### src/rtl/seg_display_monitor_if.sv
// Display pin bundle plus the decoded view of what the display shows.
//   an      : anode selects, active-low, an[3] = leftmost digit
//   seg     : segments, active-low, seg[6] = g .. seg[0] = a
//   dp      : decimal point, active-low
//   code_o  : committed glyph code per digit, digit i at [5i+4:5i]
//   dp_o    : committed decimal point per digit, 1 = lit
//   lit     : 1 = digit refreshed recently enough to be considered on
//   update  : one-cycle pulse when a digit's code_o, dp_o or lit changes
//   unknown : 1 while any lit digit shows an undecodable pattern
// There is no flow control: the pins are sampled whenever they are stable,
// and the outputs are level/pulse indications that cannot be back-pressured.
// master = whoever drives the pins and observes the result; slave = monitor.
interface seg_display_monitor_if;
   logic [3:0]  an;
   logic [6:0]  seg;
   logic        dp;
   logic [19:0] code_o;
   logic [3:0]  dp_o;
   logic [3:0]  lit;
   logic [3:0]  update;
   logic        unknown;

   modport master (output an, seg, dp,
                   input  code_o, dp_o, lit, update, unknown);
   modport slave  (input  an, seg, dp,
                   output code_o, dp_o, lit, update, unknown);
endinterface

### src/rtl/seg_display_monitor.sv
// Receive-side monitor for a multiplexed 4-digit seven-segment display.
// Synchronizes the an/seg/dp pins, waits for them to settle, decodes the
// segment pattern to a glyph code and commits it per digit once the same
// glyph has been seen on enough consecutive refreshes. Digits that stop
// being refreshed are declared dark after TIMEOUT cycles.
// Ports:
//   clk   : system clock
//   reset : asynchronous, active-low reset
//   bus   : pin inputs and decoded outputs (see seg_display_monitor_if)
module seg_display_monitor #(
   parameter int SETTLE     = 4,
   parameter int STABLE_CNT = 3,
   parameter int TIMEOUT    = 1048576
) (
   input logic                   clk,
   input logic                   reset,
   seg_display_monitor_if.slave  bus
);

   localparam int             AW        = $clog2(TIMEOUT + 1);
   localparam logic [7:0]     SETTLE_M1 = 8'(SETTLE - 1);
   localparam logic [2:0]     STABLE_V  = 3'(STABLE_CNT);
   localparam logic [AW-1:0]  TMO_V     = AW'(TIMEOUT);
   localparam logic [AW-1:0]  TMO_M1    = AW'(TIMEOUT - 1);
   localparam logic [4:0]     BLANK     = 5'h12;

   // Two-flop synchronizers, then one more register to detect changes.
   logic [3:0]    an_m, an_s, an_q;
   logic [6:0]    seg_m, seg_s, seg_q;
   logic          dp_m, dp_s, dp_q;
   logic [7:0]    settle_cnt;

   logic [4:0]    cand_code [4];
   logic [3:0]    cand_dp;
   logic [2:0]    match     [4];
   logic [AW-1:0] age       [4];

   logic [19:0]   code_q;
   logic [3:0]    dp_oq, lit_q, update_q;

   logic          change, sample;
   logic [4:0]    dec;
   logic          dp_lit;
   logic [3:0]    sel, same, commit, tmo;
   logic [2:0]    match_nxt [4];
   logic          unknown_c;

   function automatic logic [4:0] decode(input logic [6:0] s);
      case (s)
         7'h40: decode = 5'h00;
         7'h79: decode = 5'h01;
         7'h24: decode = 5'h02;
         7'h30: decode = 5'h03;
         7'h19: decode = 5'h04;
         7'h12: decode = 5'h05;
         7'h02: decode = 5'h06;
         7'h78: decode = 5'h07;
         7'h00: decode = 5'h08;
         7'h10: decode = 5'h09;
         7'h08: decode = 5'h0A;
         7'h03: decode = 5'h0B;
         7'h46: decode = 5'h0C;
         7'h21: decode = 5'h0D;
         7'h06: decode = 5'h0E;
         7'h0E: decode = 5'h0F;
         7'h47: decode = 5'h10;
         7'h41: decode = 5'h11;
         7'h7F: decode = 5'h12;
         7'h3F: decode = 5'h13;
         default: decode = 5'h1F;
      endcase
   endfunction

   always_comb begin
      change = ({an_s, seg_s, dp_s} != {an_q, seg_q, dp_q});
      // Fires on the one cycle the settle counter steps onto SETTLE, so a
      // long stable window yields exactly one sample.
      sample = !change && (settle_cnt == SETTLE_M1) && (an_q != 4'hF);
      dec    = decode(seg_q);
      dp_lit = ~dp_q;
      for (int i = 0; i < 4; i++) begin
         sel[i]  = sample && !an_q[i];
         same[i] = ({cand_code[i], cand_dp[i]} == {dec, dp_lit});
         if (!same[i])
            match_nxt[i] = 3'd1;
         else if (match[i] == STABLE_V)
            match_nxt[i] = match[i];
         else
            match_nxt[i] = match[i] + 3'd1;
         // Commit only on the transition onto STABLE_CNT, not while saturated.
         commit[i] = sel[i] && (match_nxt[i] == STABLE_V) &&
                     !(same[i] && (match[i] == STABLE_V));
         // A sample on the same cycle overrides the timeout.
         tmo[i]    = !sel[i] && (age[i] == TMO_M1);
      end
   end

   always_ff @(posedge clk or negedge reset) begin
      if (!reset) begin
         an_m       <= 4'hF;
         an_s       <= 4'hF;
         an_q       <= 4'hF;
         seg_m      <= 7'h7F;
         seg_s      <= 7'h7F;
         seg_q      <= 7'h7F;
         dp_m       <= 1'b1;
         dp_s       <= 1'b1;
         dp_q       <= 1'b1;
         settle_cnt <= '0;
         code_q     <= {4{BLANK}};
         dp_oq      <= '0;
         lit_q      <= '0;
         update_q   <= '0;
         cand_dp    <= '0;
         for (int i = 0; i < 4; i++) begin
            cand_code[i] <= '0;
            match[i]     <= '0;
            age[i]       <= '0;
         end
      end else begin
         an_m  <= bus.an;
         an_s  <= an_m;
         an_q  <= an_s;
         seg_m <= bus.seg;
         seg_s <= seg_m;
         seg_q <= seg_s;
         dp_m  <= bus.dp;
         dp_s  <= dp_m;
         dp_q  <= dp_s;

         if (change)
            settle_cnt <= '0;
         else if (settle_cnt != 8'hFF)
            settle_cnt <= settle_cnt + 8'd1;

         update_q <= '0;
         for (int i = 0; i < 4; i++) begin
            if (sel[i]) begin
               cand_code[i] <= dec;
               cand_dp[i]   <= dp_lit;
               match[i]     <= match_nxt[i];
               age[i]       <= '0;
               if (commit[i]) begin
                  code_q[5*i +: 5] <= dec;
                  dp_oq[i]         <= dp_lit;
                  lit_q[i]         <= 1'b1;
                  update_q[i]      <= (code_q[5*i +: 5] != dec) ||
                                      (dp_oq[i] != dp_lit) || !lit_q[i];
               end
            end else begin
               // Age holds at TIMEOUT until the digit is sampled again.
               if (age[i] != TMO_V)
                  age[i] <= age[i] + 1'b1;
               if (tmo[i]) begin
                  code_q[5*i +: 5] <= BLANK;
                  dp_oq[i]         <= 1'b0;
                  lit_q[i]         <= 1'b0;
                  match[i]         <= '0;
                  update_q[i]      <= lit_q[i];
               end
            end
         end
      end
   end

   always_comb begin
      unknown_c = 1'b0;
      for (int i = 0; i < 4; i++) begin
         if (lit_q[i] && (code_q[5*i +: 5] == 5'h1F))
            unknown_c = 1'b1;
      end
   end

   assign bus.code_o  = code_q;
   assign bus.dp_o    = dp_oq;
   assign bus.lit     = lit_q;
   assign bus.update  = update_q;
   assign bus.unknown = unknown_c;

endmodule
### src/flat_wrapper.sv
// flat-port wrapper written by rule: the top's interface ports become plain ports
module seg_display_monitor_flat 
#(
   parameter int SETTLE     = 4,
   parameter int STABLE_CNT = 3,
   parameter int TIMEOUT    = 1048576
)
  (clk, reset, bus_an, bus_seg, bus_dp, bus_code_o, bus_dp_o, bus_lit, bus_update, bus_unknown);
  seg_display_monitor_if bus_i ();
  input logic clk;
  input logic reset;
  input wire logic [$bits(bus_i.an)-1:0] bus_an;
  input wire logic [$bits(bus_i.seg)-1:0] bus_seg;
  input wire logic [$bits(bus_i.dp)-1:0] bus_dp;
  output wire logic [$bits(bus_i.code_o)-1:0] bus_code_o;
  output wire logic [$bits(bus_i.dp_o)-1:0] bus_dp_o;
  output wire logic [$bits(bus_i.lit)-1:0] bus_lit;
  output wire logic [$bits(bus_i.update)-1:0] bus_update;
  output wire logic [$bits(bus_i.unknown)-1:0] bus_unknown;
  assign bus_i.an = bus_an;
  assign bus_i.seg = bus_seg;
  assign bus_i.dp = bus_dp;
  assign bus_code_o = bus_i.code_o;
  assign bus_dp_o = bus_i.dp_o;
  assign bus_lit = bus_i.lit;
  assign bus_update = bus_i.update;
  assign bus_unknown = bus_i.unknown;
  seg_display_monitor #(.SETTLE(SETTLE), .STABLE_CNT(STABLE_CNT), .TIMEOUT(TIMEOUT)) u_core (.clk(clk), .reset(reset), .bus(bus_i));
endmodule
### config.mk
export PLATFORM = sky130hd
export DESIGN_NAME = seg_display_monitor_flat
export DESIGN_NICKNAME = d
export VERILOG_FILES = /design/src/rtl/seg_display_monitor_if.sv /design/src/rtl/seg_display_monitor.sv /design/src/flat_wrapper.sv
export SDC_FILE = /design/constraint.sdc
export NUM_CORES = 1
export LEC_CHECK = 0
export ABC_CLOCK_PERIOD_IN_PS = 4100
export CAP_MARGIN = 20
export CORE_ASPECT_RATIO = 0.6
export CORE_UTILIZATION = 45
export DETAILED_ROUTE_END_ITERATION = 7
export GPL_TIMING_DRIVEN = 0
export PLACE_DENSITY = 0.68
export SLEW_MARGIN = 20
export SYNTH_ARGS = -nofsm -noshare
export SYNTH_HDL_FRONTEND = slang
export SYNTH_SLANG_ARGS = --single-unit
### constraint.sdc
create_clock -name clk -period 4.1 [get_ports clk]
set_input_delay 0.82 -clock clk [delete_from_list [all_inputs] [get_ports clk]]
set_output_delay 0.82 -clock clk [all_outputs]
set_load 0.005 [all_outputs]
### Word-level counts from Yosys, hierarchy flattened

Cells that the tools add are included.

* register bits after elaboration: 196
* input bits: 14
* output and inout bits: 33
* logic and storage cells: 248

* muxes and demuxes: 75
* $add $sub $neg: 9
* reductions and logical operators: 65
* equality and inequality tests: 59
* bitwise gates (word level): 1

Operators with widths (count)
* two-way mux 21 bit: 8
* case mux 5 bit (20 select lines): 1
* adder 21 x 1 -> 21 bit (second input constant): 4
* == test 21 x 20 -> 1 bit (second input constant): 4
* inequality test 21 bit (second input constant): 4
* two-way mux 5 bit: 12
* == test 7 bit (second input constant): 7
* two-way mux 3 bit: 16
* two-way mux 1 bit: 36
* == test 7 x 6 -> 1 bit (second input constant): 4
* logical AND 1 bit: 26
* == test 3 x 2 -> 1 bit (second input constant): 8
* == test 6 bit: 4
* == test 7 x 5 -> 1 bit (second input constant): 3
* == test 5 bit (second input constant): 4
* inequality test 5 bit: 4
* nonzero test 2 bit: 9
* logical NOT 1 bit: 17
* two-way mux 8 bit: 2
* == test 7 x 2 -> 1 bit (second input constant): 2
* == test 7 x 4 -> 1 bit (second input constant): 2
* adder 3 x 1 -> 3 bit (second input constant): 4
* inequality test 12 bit: 1
* adder 8 x 1 -> 8 bit (second input constant): 1
* other kinds (10): 26

### Depth between registers and ports, before layout

Gate-level depths: netlist of run 1.

* depth after elaboration: 9
* gate-level depth with buffers: 11
* mapped depth without buffers: 10

### Worst setup path before layout of run 1

OpenSTA, ideal clock, no wires.

* kind: flip-flop to flip-flop
* start: register u_core.seg_q[1]
* end: register u_core.update_q[2] (netlist: u_core.bus.update[2])
* path buffers: 1
* clock period less this slack: 3391 ps
* path slack: 709 ps
* cell stages (with the launch flop): 10
* arrival: 3269 ps
* data required time: 3978 ps
* library setup time: 122 ps
* cell sequence: dfstp_2 -> buf_1 -> nor3b_1 -> o21ai_0 -> nand2_1 -> nor4_1 -> xnor2_1 -> nand4_1 -> or4_1 -> a32o_1

* word-level cells in the longest chain between the ends: 9
* elaborated cells between the ends (all ways): 41
* classes of those cells: eq/ne (23); mux (5); reduce/logical (13)

RTL lines
* start, declared: RTL line seg_display_monitor.sv:29 `logic [6:0] seg_m, seg_s, seg_q;`
* start signal, assigned: RTL line seg_display_monitor.sv:126 `seg_q <= seg_s;`
* == test 7 x 6 -> 1 bit (tied with other cells): RTL line seg_display_monitor.sv:49 `case (s)`
* case mux 5 bit (20 select lines) or logical NOT 1 bit (tied branches): RTL line seg_display_monitor.sv:49, seg_display_monitor.sv:78
* == test 6 bit or logical AND 1 bit (tied branches): RTL line seg_display_monitor.sv:83, seg_display_monitor.sv:78
* two-way mux 3 bit or logical AND 1 bit (tied branches): RTL line seg_display_monitor.sv:84, seg_display_monitor.sv:78
* == test 3 x 2 -> 1 bit or logical AND 1 bit (tied branches): RTL line seg_display_monitor.sv:91, seg_display_monitor.sv:82
* logical AND 1 bit or logical NOT 1 bit (tied branches): RTL line seg_display_monitor.sv:91, seg_display_monitor.sv:94
* logical AND 1 bit (on tied branches): RTL line seg_display_monitor.sv:91, seg_display_monitor.sv:94
* two-way mux 1 bit (on tied branches): RTL line seg_display_monitor.sv:143, seg_display_monitor.sv:154
* two-way mux 1 bit *: RTL line seg_display_monitor.sv:138 `if (sel[i]) begin`
* end signal, assigned by index: RTL line seg_display_monitor.sv:147 `update_q[i] <= (code_q[5*i +: 5] != dec) ||`
* end signal, assigned by index: RTL line seg_display_monitor.sv:159 `update_q[i] <= lit_q[i];`
* end, declared: RTL line seg_display_monitor.sv:39 `logic [3:0] dp_oq, lit_q, update_q;`

Every way passes the cells marked *; elsewhere a longest branch is shown, timed or not.
A chain may end at the register's enable or synchronous reset.

### Worst setup path after layout of run 1

* start: register u_core.seg_q[6]
* end: register u_core.update_q[2] (netlist: u_core.bus.update[2])

Same word-level chain as after synthesis.

==> metrics.log, run 1 <==
[metrics] Syn Area/Cell: 9.75 µm²
[metrics] Highest Clock Rate: 256 MHz
[metrics] Tot GR Track Use: a little over a fifth
[metrics] Static Leak: about 0.0048 µW
[metrics] count of pins on the block boundary: 47
[metrics] critical path startpoint category: flop
[metrics] Overall Power: about 3800 µW
[metrics] total number of clock tree sinks: around 200
[metrics] setup total negative slack: 0 ns
[metrics] hold buffer count at CTS: 0
[metrics] R2R setup slack: roughly 0.19 ns
[metrics] cells after synthesis: 1011
[metrics] P per Cell Area: 339 mW/mm²
[metrics] number of antenna violations at the first check in global routing: 0
[metrics] Detailed Route Iter0 Violations: a little under 600
[metrics] final period demand of the worst path: 3.91 ns
[metrics] distinct cell type count after synthesis: 65
[metrics] chip height: 117 µm
[metrics] sequential cell area: just under 0.005 mm²
[metrics] Primary FF master, synth: sky130_fd_sc_hd__dfrtp_1
[metrics] WP data required: between 4 and 5 ns
[metrics] Buffers on Ports: 46
[metrics] die width: around 190 µm
[metrics] insertion delay to the later sink of the worst-skew pair: ~0.45 ns
[metrics] site row count: a little over 40
[metrics] DR vias: roughly 7500
[metrics] outcome: finished with violations
[metrics] Post-layout nets: about 1100
[metrics] synth warn: 0
[metrics] worst-margin pin slew: roughly 1.2 ns
[metrics] DRC violation count after routing: 6
[metrics] violated checks: design-rule violations
[metrics] Starting Density: 46.4%
[metrics] H-tree Lvls: 4
[metrics] Root Driver: sky130_fd_sc_hd__clkbuf_16
[metrics] final antenna-violating net count: 0
[metrics] average wire per cell in the routed design: about 16 µm
[metrics] post-CTS clock slew at the launch and capture registers of the worst setup and hold paths: 0.08 ns
[metrics] Fin. Hold Viols: 0
[metrics] wire length of the first global-routing pass: roughly 37000 µm
[metrics] flops & latches, synth: 196
[metrics] post-detailed-route via-to-cell ratio: approximately 5.5
[metrics] syn nets: approximately 1000
[metrics] worst slew margin relative to its limit: about a fifth
[metrics] synthesis-to-finish area growth: 15.2%
[metrics] post-synth design cell area: a little under 0.01 mm²
[metrics] critical path capture point type: flop
[metrics] final WL: ~22000 µm
[metrics] Design Area, Final: about 0.011 mm²
[metrics] Worst Path Arrival: ~4.2 ns
[metrics] worst-path maximum fanout: 10
[metrics] worst setup skew after layout: approximately 0.014 ns
[metrics] fillcell total: between 1500 and 2000
[metrics] half-perimeter wire length after placement: between 15000 and 20000 µm
[metrics] Max rail drop VDD: between 0.3 and 0.4 mV
[metrics] first-pass iteration count of the detailed router: 7
[metrics] async set-reset flop share out of synthesis: 100%
[metrics] critical path class: reg -> reg
[metrics] post-synthesis sequential area ratio: 50.3%
[metrics] min-delay worst type: reg -> reg
[metrics] Final Cycle Share: between 90 and 100%
[metrics] GP Congestion: 0.899
[metrics] Num CTS Buffers: 17
[metrics] proportion of layout cells with a drive suffix above 1: around a tenth
[metrics] final-report max-slew violation count: 0
[metrics] worst hold slack after final layout: around 0.36 ns
[metrics] final antenna diode count: 0
[metrics] clock tree from TritonCTS: done
[metrics] EDFF count, synth: 0
[metrics] total die area: between 0.02 and 0.025 mm²
[metrics] remaining global-route overflow: 0
[metrics] via count of the first global-routing pass: 7234
[metrics] total area of multi-input combinational cells: ~0.0047 mm²
[metrics] area of placed instances: about 0.011 mm²
[metrics] Floorplan Core Area: between 0.02 and 0.025 mm²
[metrics] setup repair after global routing missed its margin: no
[metrics] maximum number of pins on one net before global-route repair: roughly 100
[metrics] buffer levels on the longest clock path: 2
[metrics] count of maximum capacitance violations: 0
[metrics] final count of negative-setup-slack endpoints: 0
-- synthesized netlist by cell type (13+ instances only) --
cell / n / area share [%]
sky130_fd_sc_hd__dfstp_2: 44 / 12
sky130_fd_sc_hd__nand2_1: 102 / 3.9
sky130_fd_sc_hd__and3_1: 15 / 0.95
sky130_fd_sc_hd__or3_1: 28 / 1.8
sky130_fd_sc_hd__dfrtp_1: 152 / 39
sky130_fd_sc_hd__a21oi_1: 35 / 1.8
sky130_fd_sc_hd__xor2_1: 66 / 5.9
sky130_fd_sc_hd__o21ai_0: 50 / 2.5
sky130_fd_sc_hd__mux2i_1: 29 / 2.9
sky130_fd_sc_hd__inv_1: 20 / 0.76
sky130_fd_sc_hd__clkbuf_1: 30 / 1.1
sky130_fd_sc_hd__nor4_1: 26 / 1.6
sky130_fd_sc_hd__nand4_1: 26 / 1.6
sky130_fd_sc_hd__xnor2_1: 50 / 4.4
sky130_fd_sc_hd__nor2_1: 135 / 5.1
sky130_fd_sc_hd__nor3_1: 18 / 0.91
sky130_fd_sc_hd__ha_1: 13 / 1.6
sky130_fd_sc_hd__nand3_1: 44 / 2.2
-- cells by family (layout without fill, tap and decap cells) --
kind of cell / count (synthesis) / count (layout) / synth area share, %
AOI/OAI and AO/OA: 136 / 136 / 8.93
xor gates and xnor gates: 116 / 116 / 10.3
adders and majority gates: 13 / 13 / 1.65
buffers and inverters: 57 / 137 / 2.23
DFF: 196 / 196 / 50.3
muxes: 31 / 31 / 3.17
and+or+nand+nor: 462 / 462 / 23.4
-- registers in the layout (all words and copies together), names as in the netlist, 4 cells and up --
register / flops
u_core.settle_cnt: 8
u_core.seg_q: 7
u_core.bus.dp_o: 4
u_core.bus.lit: 4
u_core.an_s: 4
u_core.cand_code: 20
u_core.seg_m: 7
u_core.seg_s: 7
u_core.bus.code_o: 20
u_core.age: 84
u_core.cand_dp: 4
u_core.match: 12
u_core.an_m: 4
u_core.bus.update: 4
u_core.an_q: 4
-- worst max-delay path, stage by stage, from the launching register on --
cell,delay (ns)
sky130_fd_sc_hd__dfstp_2,0.58
sky130_fd_sc_hd__buf_4,0.18
sky130_fd_sc_hd__or3b_1,0.39
sky130_fd_sc_hd__o32a_1,0.40
sky130_fd_sc_hd__o211ai_1,0.46
sky130_fd_sc_hd__nor2_4,0.18
sky130_fd_sc_hd__a21oi_2,0.57
sky130_fd_sc_hd__clkbuf_1,0.52
sky130_fd_sc_hd__a211o_1,0.21
sky130_fd_sc_hd__nor4_1,0.06
sky130_fd_sc_hd__a32o_1,0.25
-- layout make-up --
| type | instances | share of cell area, % |
|---|---|---|
| plain buffers | 36 | 1.26 |
| clock buffers | 17 | 3.75 |
| clock inverters | 15 | 1.58 |
| inverters | 20 | 0.661 |
| multi-input cells | 758 | 41.5 |
| flip-flops and latches | 196 | 43.7 |
| well taps | 279 | 3.07 |
| repair buffers | 49 | 4.47 |
-- stage by stage --
step | util (%) | cells | worst slack, ns
5_1_grt | 53.5 | 1370 | 0.00517
6_report | 53.5 | 1370 | 0.187
2_1_floorplan | - | 1011 | 0.709
3_5_place_dp | 50.5 | 1338 | -0.258
3_3_place_gp | 50.2 | 1336 | -5.98
4_1_cts | 53.4 | 1371 | 0.0349
-- where the power goes --
part	internal (µW)	switching [µW]
Sequential	1960	16.2
Clock	833	857
Combinational	59.3	117
-- cells in the final DEF, fill, tap and decap left out, drive strengths merged, types with 44 or more instances in the layout --
cell type	instances
xnor2	50
dfstp	44
dfrtp	152
xor2	66
clkdlybuf4s50	45
nor2	135
nand3	44
clkbuf	47
o21ai	50
nand2	102
-- layer usage --
layer	vias to the layer above	share of wire, %	GRT usage [%]
met1	3668	52	32.5
met4	0	0.68	4.22
met3	12	6.3	5.44
met5	-	0	0
met2	163	41	30.1
li1	3690	-	-
-- timing repair --
item,4_1_cts,5_1_grt
setup endpoints to repair,28,29
setup buffers,1,0
resized for setup,2,6
pin swaps,1,1
-- worst paths after layout --
kind	startpoint	end	cells after the start
worst max-delay path	u_core.seg_q[6]	u_core.bus.update[2]	10
worst min-delay path	u_core.seg_m[2]	u_core.seg_s[2]	0
worst max register to register	u_core.seg_q[6]	u_core.bus.update[2]	10
worst min register to register	u_core.seg_m[2]	u_core.seg_s[2]	0
max in group asynchronous	reset	u_core.bus.code_o[9]	2
min in group asynchronous	reset	u_core.age[73]	1
Note: power is estimated with default switching activity, not from simulation.
==> run 2: changes to the inputs <==
--- a/config.mk
+++ b/config.mk
@@ -10,7 +10,7 @@
 export CORE_ASPECT_RATIO = 0.6
 export CORE_UTILIZATION = 45
 export DETAILED_ROUTE_END_ITERATION = 7
-export GPL_TIMING_DRIVEN = 0
+export GPL_TIMING_DRIVEN = 1
 export PLACE_DENSITY = 0.68
 export SLEW_MARGIN = 20
 export SYNTH_ARGS = -nofsm -noshare
==> run 2 against run 1 <==
Net effect: the run still ends with design-rule violations left; clock skew decreased by 0.0028 ns; sequential share of layout area rose by 0.27 points; sequential power hardly changed; register-to-register slack improved by 0.17 ns; design area decreased by 0.62%; cell count decreased by 1.5%; critical path depth shrank 2; total power decreased by 0.70%; via count decreased by 1.6%; core utilization is 0.33 points lower; clock-buffer cell count did not move; worst hold slack got worse by 0.0097 ns; largest cell class unchanged.
==> metrics.log, run 2 (synthesis gave the netlist of run 1 again) <==
[metrics] fraction of power consumed by sequential logic: 52.1%
[metrics] Register-to-Register Path Depth: 8
[metrics] setup repair after global routing missed its margin: no
[metrics] placed cell count: roughly 1300
[metrics] proportion of layout cells with a drive suffix above 1: a little over a tenth
[metrics] Switching Fraction: 25.4%
[metrics] final period demand of the worst path: around 3.7 ns
[metrics] Static Leak: between 0.004 and 0.005 µW
[metrics] worst hold slack after final layout: about 0.35 ns
[metrics] Starting Density: ~46%
[metrics] Highest Clock Rate: approximately 270 MHz
[metrics] Final Non-Filler Cells: 1349
[metrics] GP Congestion: a little under 0.9
[metrics] Root Driver: sky130_fd_sc_hd__clkbuf_16
[metrics] leading cell type in the layout, fill and taps excluded: sky130_fd_sc_hd__dfrtp_1
[metrics] worst-path maximum fanout: 14
[metrics] worst setup skew after layout: ~0.011 ns
[metrics] H-tree Lvls: 4
[metrics] worst slew margin relative to its limit: a little under two fifths
[metrics] insertion delay to the later sink of the worst-skew pair: 0.45 ns
[metrics] final antenna diode count: 0
[metrics] Num CTS Buffers: 17
[metrics] switching power of the nets: roughly 970 µW
[metrics] count of maximum capacitance violations: 0
[metrics] critical path capture point type: flop
[metrics] Overall Power: 3820 µW
[metrics] violated checks: design-rule violations
[metrics] Detailed Route Iter0 Violations: ~500
[metrics] first-pass iteration count of the detailed router: 7
[metrics] Int Power: 2850 µW
[metrics] highest-count cells in the layout ignoring fill and taps: sky130_fd_sc_hd__dfrtp_1 (152), sky130_fd_sc_hd__nor2_1 (135), sky130_fd_sc_hd__nand2_1 (102), sky130_fd_sc_hd__xor2_1 (66)
[metrics] WP data required: 4.41 ns
[metrics] R2R setup slack: around 0.36 ns
[metrics] post-CTS clock slew at the launch and capture registers of the worst setup and hold paths: about 0.080 ns
[metrics] largest register by flop count: u_core.age
[metrics] total number of clock tree sinks: around 200
[metrics] reg2reg start: u_core.seg_q[6]
[metrics] final-report max-slew violation count: 0
[metrics] pre-CTS WS: roughly 0.4 ns
[metrics] setup total negative slack: 0 ns
[metrics] maximum number of pins on one net before global-route repair: just over 100
[metrics] number of flip-flops in the largest register: 84
[metrics] half-perimeter wire length after placement: ~15000 µm
[metrics] remaining global-route overflow: 0
[metrics] DR vias: 7414
[metrics] via count of the first global-routing pass: ~7000
[metrics] final antenna-violating net count: 0
[metrics] buffer levels on the longest clock path: 2
[metrics] Buffers on Ports: 46
[metrics] Post-layout nets: 1084
[metrics] synthesis-to-finish area growth: 14.4%
[metrics] Tot GR Track Use: 20.7%
[metrics] Final Cycle Share: between 90 and 100%
[metrics] Floorplan Core Area: around 0.021 mm²
[metrics] hold buffer count at CTS: 0
[metrics] share of total power in the clock network: about 44%
[metrics] CP Launch Point: u_core.seg_q[6]
[metrics] wire length of the first global-routing pass: around 36000 µm
[metrics] worst-margin pin slew: a little over 0.9 ns
[metrics] Max rail drop VDD: about 0.29 mV
[metrics] Worst Path Arrival: 4.05 ns
[metrics] DRC violation count after routing: 3
[metrics] P per Cell Area: 339 mW/mm²
[metrics] setup repair bufs after CTS: 0
[metrics] Fin. Hold Viols: 0
[metrics] final WL: about 22000 µm
[metrics] FF-to-FF End: u_core.bus.code_o[2]
[metrics] part of the total power dissipated in combinational logic: 4.4%
[metrics] chip height: about 120 µm
[metrics] count of pins on the block boundary: 47
[metrics] outcome: finished with violations
[metrics] number of gates resized after CTS: 0
[metrics] clock tree from TritonCTS: done
[metrics] site row count: 41
[metrics] critical path class: reg -> reg
[metrics] critical path startpoint category: flop
[metrics] average wire per cell in the routed design: approximately 16 µm
[metrics] total die area: around 0.023 mm²
[metrics] Worst setup endpoint: u_core.bus.code_o[2]
[metrics] min-delay worst type: reg -> reg
[metrics] final count of negative-setup-slack endpoints: 0
[metrics] die width: approximately 190 µm
[metrics] post-detailed-route via-to-cell ratio: approximately 5.5
[metrics] fin worst setup slack: around 0.36 ns
[metrics] number of antenna violations at the first check in global routing: 0
[run 2: stage by stage]
stage / util (%) / cell area (µm²)
after floorplan: - / 9860
after global placement: 50.4 / 10700
after detailed placement: 50.4 / 10700
after CTS: 53.1 / 11300
after global routing: 53.1 / 11300
final: 53.1 / 11300
[run 2: how the worst min path moves through the flow]
| stage | start | to | slack, ns | depth (start not counted) |
|---|---|---|---|---|
| after floorplan | u_core.an_m[0] | u_core.an_s[0] | 0.35 | 0 |
| after global placement | u_core.an_m[1] | u_core.an_s[1] | 0.35 | 0 |
| after detailed placement | u_core.an_m[3] | u_core.an_s[3] | 0.35 | 0 |
| after CTS | u_core.an_m[3] | u_core.an_s[3] | 0.35 | 0 |
| after global routing | u_core.an_m[3] | u_core.an_s[3] | 0.34 | 0 |
| final | u_core.an_m[3] | u_core.an_s[3] | 0.35 | 0 |
[run 2: layout make-up]
cell class | instances | area [µm²]
fillers | 1915 | 9950
multi-input cells | 758 | 4710
clock buffers | 17 | 425
clock inverters | 15 | 156
repair buffers | 64 | 612
flip-flops and latches | 196 | 4960
well taps | 279 | 349
inverters | 20 | 75.1
[run 2: power groups by stage]
| stage | Clock (µW) | Combinational (µW) | Sequential, µW |
|---|---|---|---|
| after floorplan | 0 | 88.4 | 2010 |
| after global placement | 0 | 168 | 2020 |
| after detailed placement | 0 | 169 | 2030 |
| after CTS | 1710 | 170 | 1990 |
| after global routing | 1790 | 187 | 1990 |
| final | 1660 | 168 | 1990 |
[run 2: routing by layer]
| metal | global-route usage, % | share of wire, % | vias to the layer above |
|---|---|---|---|
| met5 | 0 | 0 | - |
| met4 | 6.25 | 0.98 | 0 |
| met3 | 4.33 | 5.0 | 18 |
| met2 | 28.8 | 41 | 166 |
| met1 | 32.0 | 53 | 3570 |
| li1 | - | - | 3660 |
[run 2: worst max-delay path, stage by stage (launching register included)]
cell and delay [ns]:
sky130_fd_sc_hd__dfstp_2 0.67, sky130_fd_sc_hd__or3b_1 0.40, sky130_fd_sc_hd__o32a_1 0.39, sky130_fd_sc_hd__o211a_4 0.27
sky130_fd_sc_hd__a31oi_4 0.43, sky130_fd_sc_hd__xnor2_1 0.16, sky130_fd_sc_hd__or4_1 0.48, sky130_fd_sc_hd__or4_1 0.62
sky130_fd_sc_hd__mux2i_1 0.18
==> run 3: changes to the inputs <==
--- a/config.mk
+++ b/config.mk
@@ -10,8 +10,9 @@
 export CORE_ASPECT_RATIO = 0.6
 export CORE_UTILIZATION = 45
 export DETAILED_ROUTE_END_ITERATION = 7
+export DONT_BUFFER_PORTS = 1
 export GPL_TIMING_DRIVEN = 1
-export PLACE_DENSITY = 0.68
+export PLACE_DENSITY = 0.66
 export SLEW_MARGIN = 20
 export SYNTH_ARGS = -nofsm -noshare
 export SYNTH_HDL_FRONTEND = slang
==> run 3 against run 2 <==
Net effect: the run still ends with design-rule violations left; critical path depth did not move; register-to-register slack barely moved; global-route usage down 0.25 points; clock-buffer cell count unchanged; via count fell by 2.0%; routed wire length down 0.68%; cell count down 3.7%; total power down 0.33%; critical path type unchanged; critical endpoint is now u_core.bus.code_o[14]; highest routed layer unchanged.
==> metrics.log, run 3 (synthesis gave the netlist of run 1 again) <==
[metrics] outcome: finished with violations
[metrics] violated checks: design-rule violations
[metrics] final-report max-slew violation count: 0
[metrics] average wire per cell in the routed design: 16.5 µm
[metrics] final antenna diode count: 0
[metrics] worst setup skew after layout: 0.00751 ns
[metrics] placed cell count: ~1300
[metrics] wire length of the first global-routing pass: ~36000 µm
[metrics] insertion delay to the later sink of the worst-skew pair: 0.45 ns
[metrics] cell breakdown of the critical path: a2111oi_0, a41oi_1, nor2_1, nor4_1, o21ai_0, a211oi_1, nand4_1, mux2i_1
[metrics] first-pass iteration count of the detailed router: 8
[metrics] total number of clock tree sinks: 196
[metrics] setup repair bufs after CTS: 0
[metrics] critical path class: reg -> reg
[metrics] Highest Clock Rate: approximately 270 MHz
[metrics] via count of the first global-routing pass: roughly 7000
[metrics] leading cell type in the layout, fill and taps excluded: sky130_fd_sc_hd__dfrtp_1
[metrics] die width: 193 µm
[metrics] Critical path buffers and inverters: 0
[metrics] Fin. Hold Viols: 0
[metrics] H-tree Lvls: 4
[metrics] global-route met3 utilization: roughly 5.5%
[metrics] GR Layer Usage met2: 27.8%
[metrics] buffer levels on the longest clock path: 2
[metrics] Overall Power: approximately 3800 µW
[metrics] Max rail drop VDD: 0.261 mV
[metrics] chip height: roughly 120 µm
[metrics] proportion of layout cells with a drive suffix above 1: a little over a tenth
[metrics] worst-margin pin slew: 1.03 ns
[metrics] critical path startpoint category: flop
[metrics] count of pins on the block boundary: 47
[metrics] synthesis-to-finish area growth: 9.43%
[metrics] Root Driver: sky130_fd_sc_hd__clkbuf_16
[metrics] largest delay contributor family on the critical path: simple AND/OR/NAND/NOR gates
[metrics] Starting Density: a little under half
[metrics] total die area: about 0.023 mm²
[metrics] Tot GR Track Use: roughly a fifth
[metrics] highest-count cells in the layout ignoring fill and taps: sky130_fd_sc_hd__dfrtp_1 (152), sky130_fd_sc_hd__nor2_1 (135), sky130_fd_sc_hd__nand2_1 (102), sky130_fd_sc_hd__xor2_1 (66)
[metrics] Final Non-Filler Cells: ~1300
[metrics] Floorplan Core Area: 0.0212 mm²
[metrics] final period demand of the worst path: about 3.7 ns
[metrics] clock tree from TritonCTS: done
[metrics] Final Cycle Share: 91.0%
[metrics] Worst Path Arrival: ~4.1 ns
[metrics] largest register by flop count: u_core.age
[metrics] number of antenna violations at the first check in global routing: 0
[metrics] setup total negative slack: 0 ns
[metrics] WP data required: between 4 and 5 ns
[metrics] DR vias: 7265
[metrics] final antenna-violating net count: 0
[metrics] number of flip-flops in the largest register: between 80 and 90
[metrics] GR met1 Demand/Resource: a little under a third
[metrics] Top Usage Layer GRT: met1
[metrics] worst slew margin relative to its limit: slightly above 30%
[metrics] post-detailed-route via-to-cell ratio: about 5.6
[metrics] Static Leak: between 0.004 and 0.005 µW
[metrics] fillcell total: 1925
[metrics] critical-path cell with the highest stage delay: sky130_fd_sc_hd__nor4_1
[metrics] remaining global-route overflow: 0
[metrics] critical path capture point type: flop
[metrics] site row count: 41
[metrics] min-delay worst type: in -> async
[metrics] final count of negative-setup-slack endpoints: 0
[metrics] Critical Path Max Stage Delay: around 0.9 ns
[metrics] final WL: between 20000 and 25000 µm
[metrics] half-perimeter wire length after placement: about 15000 µm
[metrics] Post-layout nets: 1034
[metrics] post-CTS clock slew at the launch and capture registers of the worst setup and hold paths: around 0.080 ns
[metrics] hold buffer count at CTS: 0
[metrics] number of gates resized after CTS: 0
[metrics] setup repair after global routing missed its margin: no
[metrics] count of maximum capacitance violations: 0
[metrics] DRC violation count after routing: 10
[metrics] P per Cell Area: around 350 mW/mm²
[metrics] GP Congestion: between 0.8 and 0.9
[metrics] Num CTS Buffers: 17
[metrics] Detailed Route Iter0 Violations: about 640
[metrics] Buffers on Ports: 0
[metrics] maximum number of pins on one net before global-route repair: just under 200
[metrics] worst-path maximum fanout: 17
-- run 3: changes by cell type in the layout (fill, tap and decap cells not counted), sizes merged --
cell,previous run,this run
clkdlybuf4s50,45,0
buf,18,14
clkbuf,18,17
clkinv,4,3
inv,31,32
-- run 3: per-layer routing --
| metal | part of all wire [%] | up-vias |
|---|---|---|
| met1 | 53 | 3514 |
| met4 | 0.92 | 0 |
| met5 | 0 | - |
| met2 | 39 | 182 |
| li1 | - | 3550 |
| met3 | 7.1 | 19 |
-- run 3: power by group --
group,switching (µW),internal (µW)
combinational,68.1,47.0
sequential,25.4,1970
clock,868,833
-- run 3: stage by stage --
step                hold slack, ns  setup slack (ns)  instance area [µm²]  util, %
CTS                         0.0385             0.476                10800     50.8
finish                      0.0601             0.371                10800     50.8
floorplan                    0.345             0.709                 9860        -
global route                0.0326            0.0588                10800     50.8
detailed placement           0.347             0.508                10200     48.0
global placement             0.347             0.629                10200     48.0
-- run 3: final cells by class --
type,count,area [µm²],area share (%)
Sequential cell,196,4960,46.0
Multi-Input combinational cell,758,4710,43.6
Clock buffer,17,425,3.94
Tap cell,279,349,3.24
Clock inverter,15,169,1.57
Timing Repair Buffer,14,105,0.974
Inverter,20,75.1,0.696
-- run 3: path summary, 6_finish.rpt --
kind / slack [ns] / cells after the start / to / from
max: 0.37 / 8 / u_core.bus.code_o[14] / u_core.seg_q[4]
min: 0.06 / 0 / u_core.age[67] / reset
max reg2reg: 0.37 / 8 / u_core.bus.code_o[14] / u_core.seg_q[4]
min reg2reg: 0.36 / 0 / u_core.seg_s[3] / u_core.seg_m[3]
max in group asynchronous: 3.61 / 0 / u_core.seg_q[3] / reset
min in group clk: 0.36 / 0 / u_core.seg_s[3] / u_core.seg_m[3]
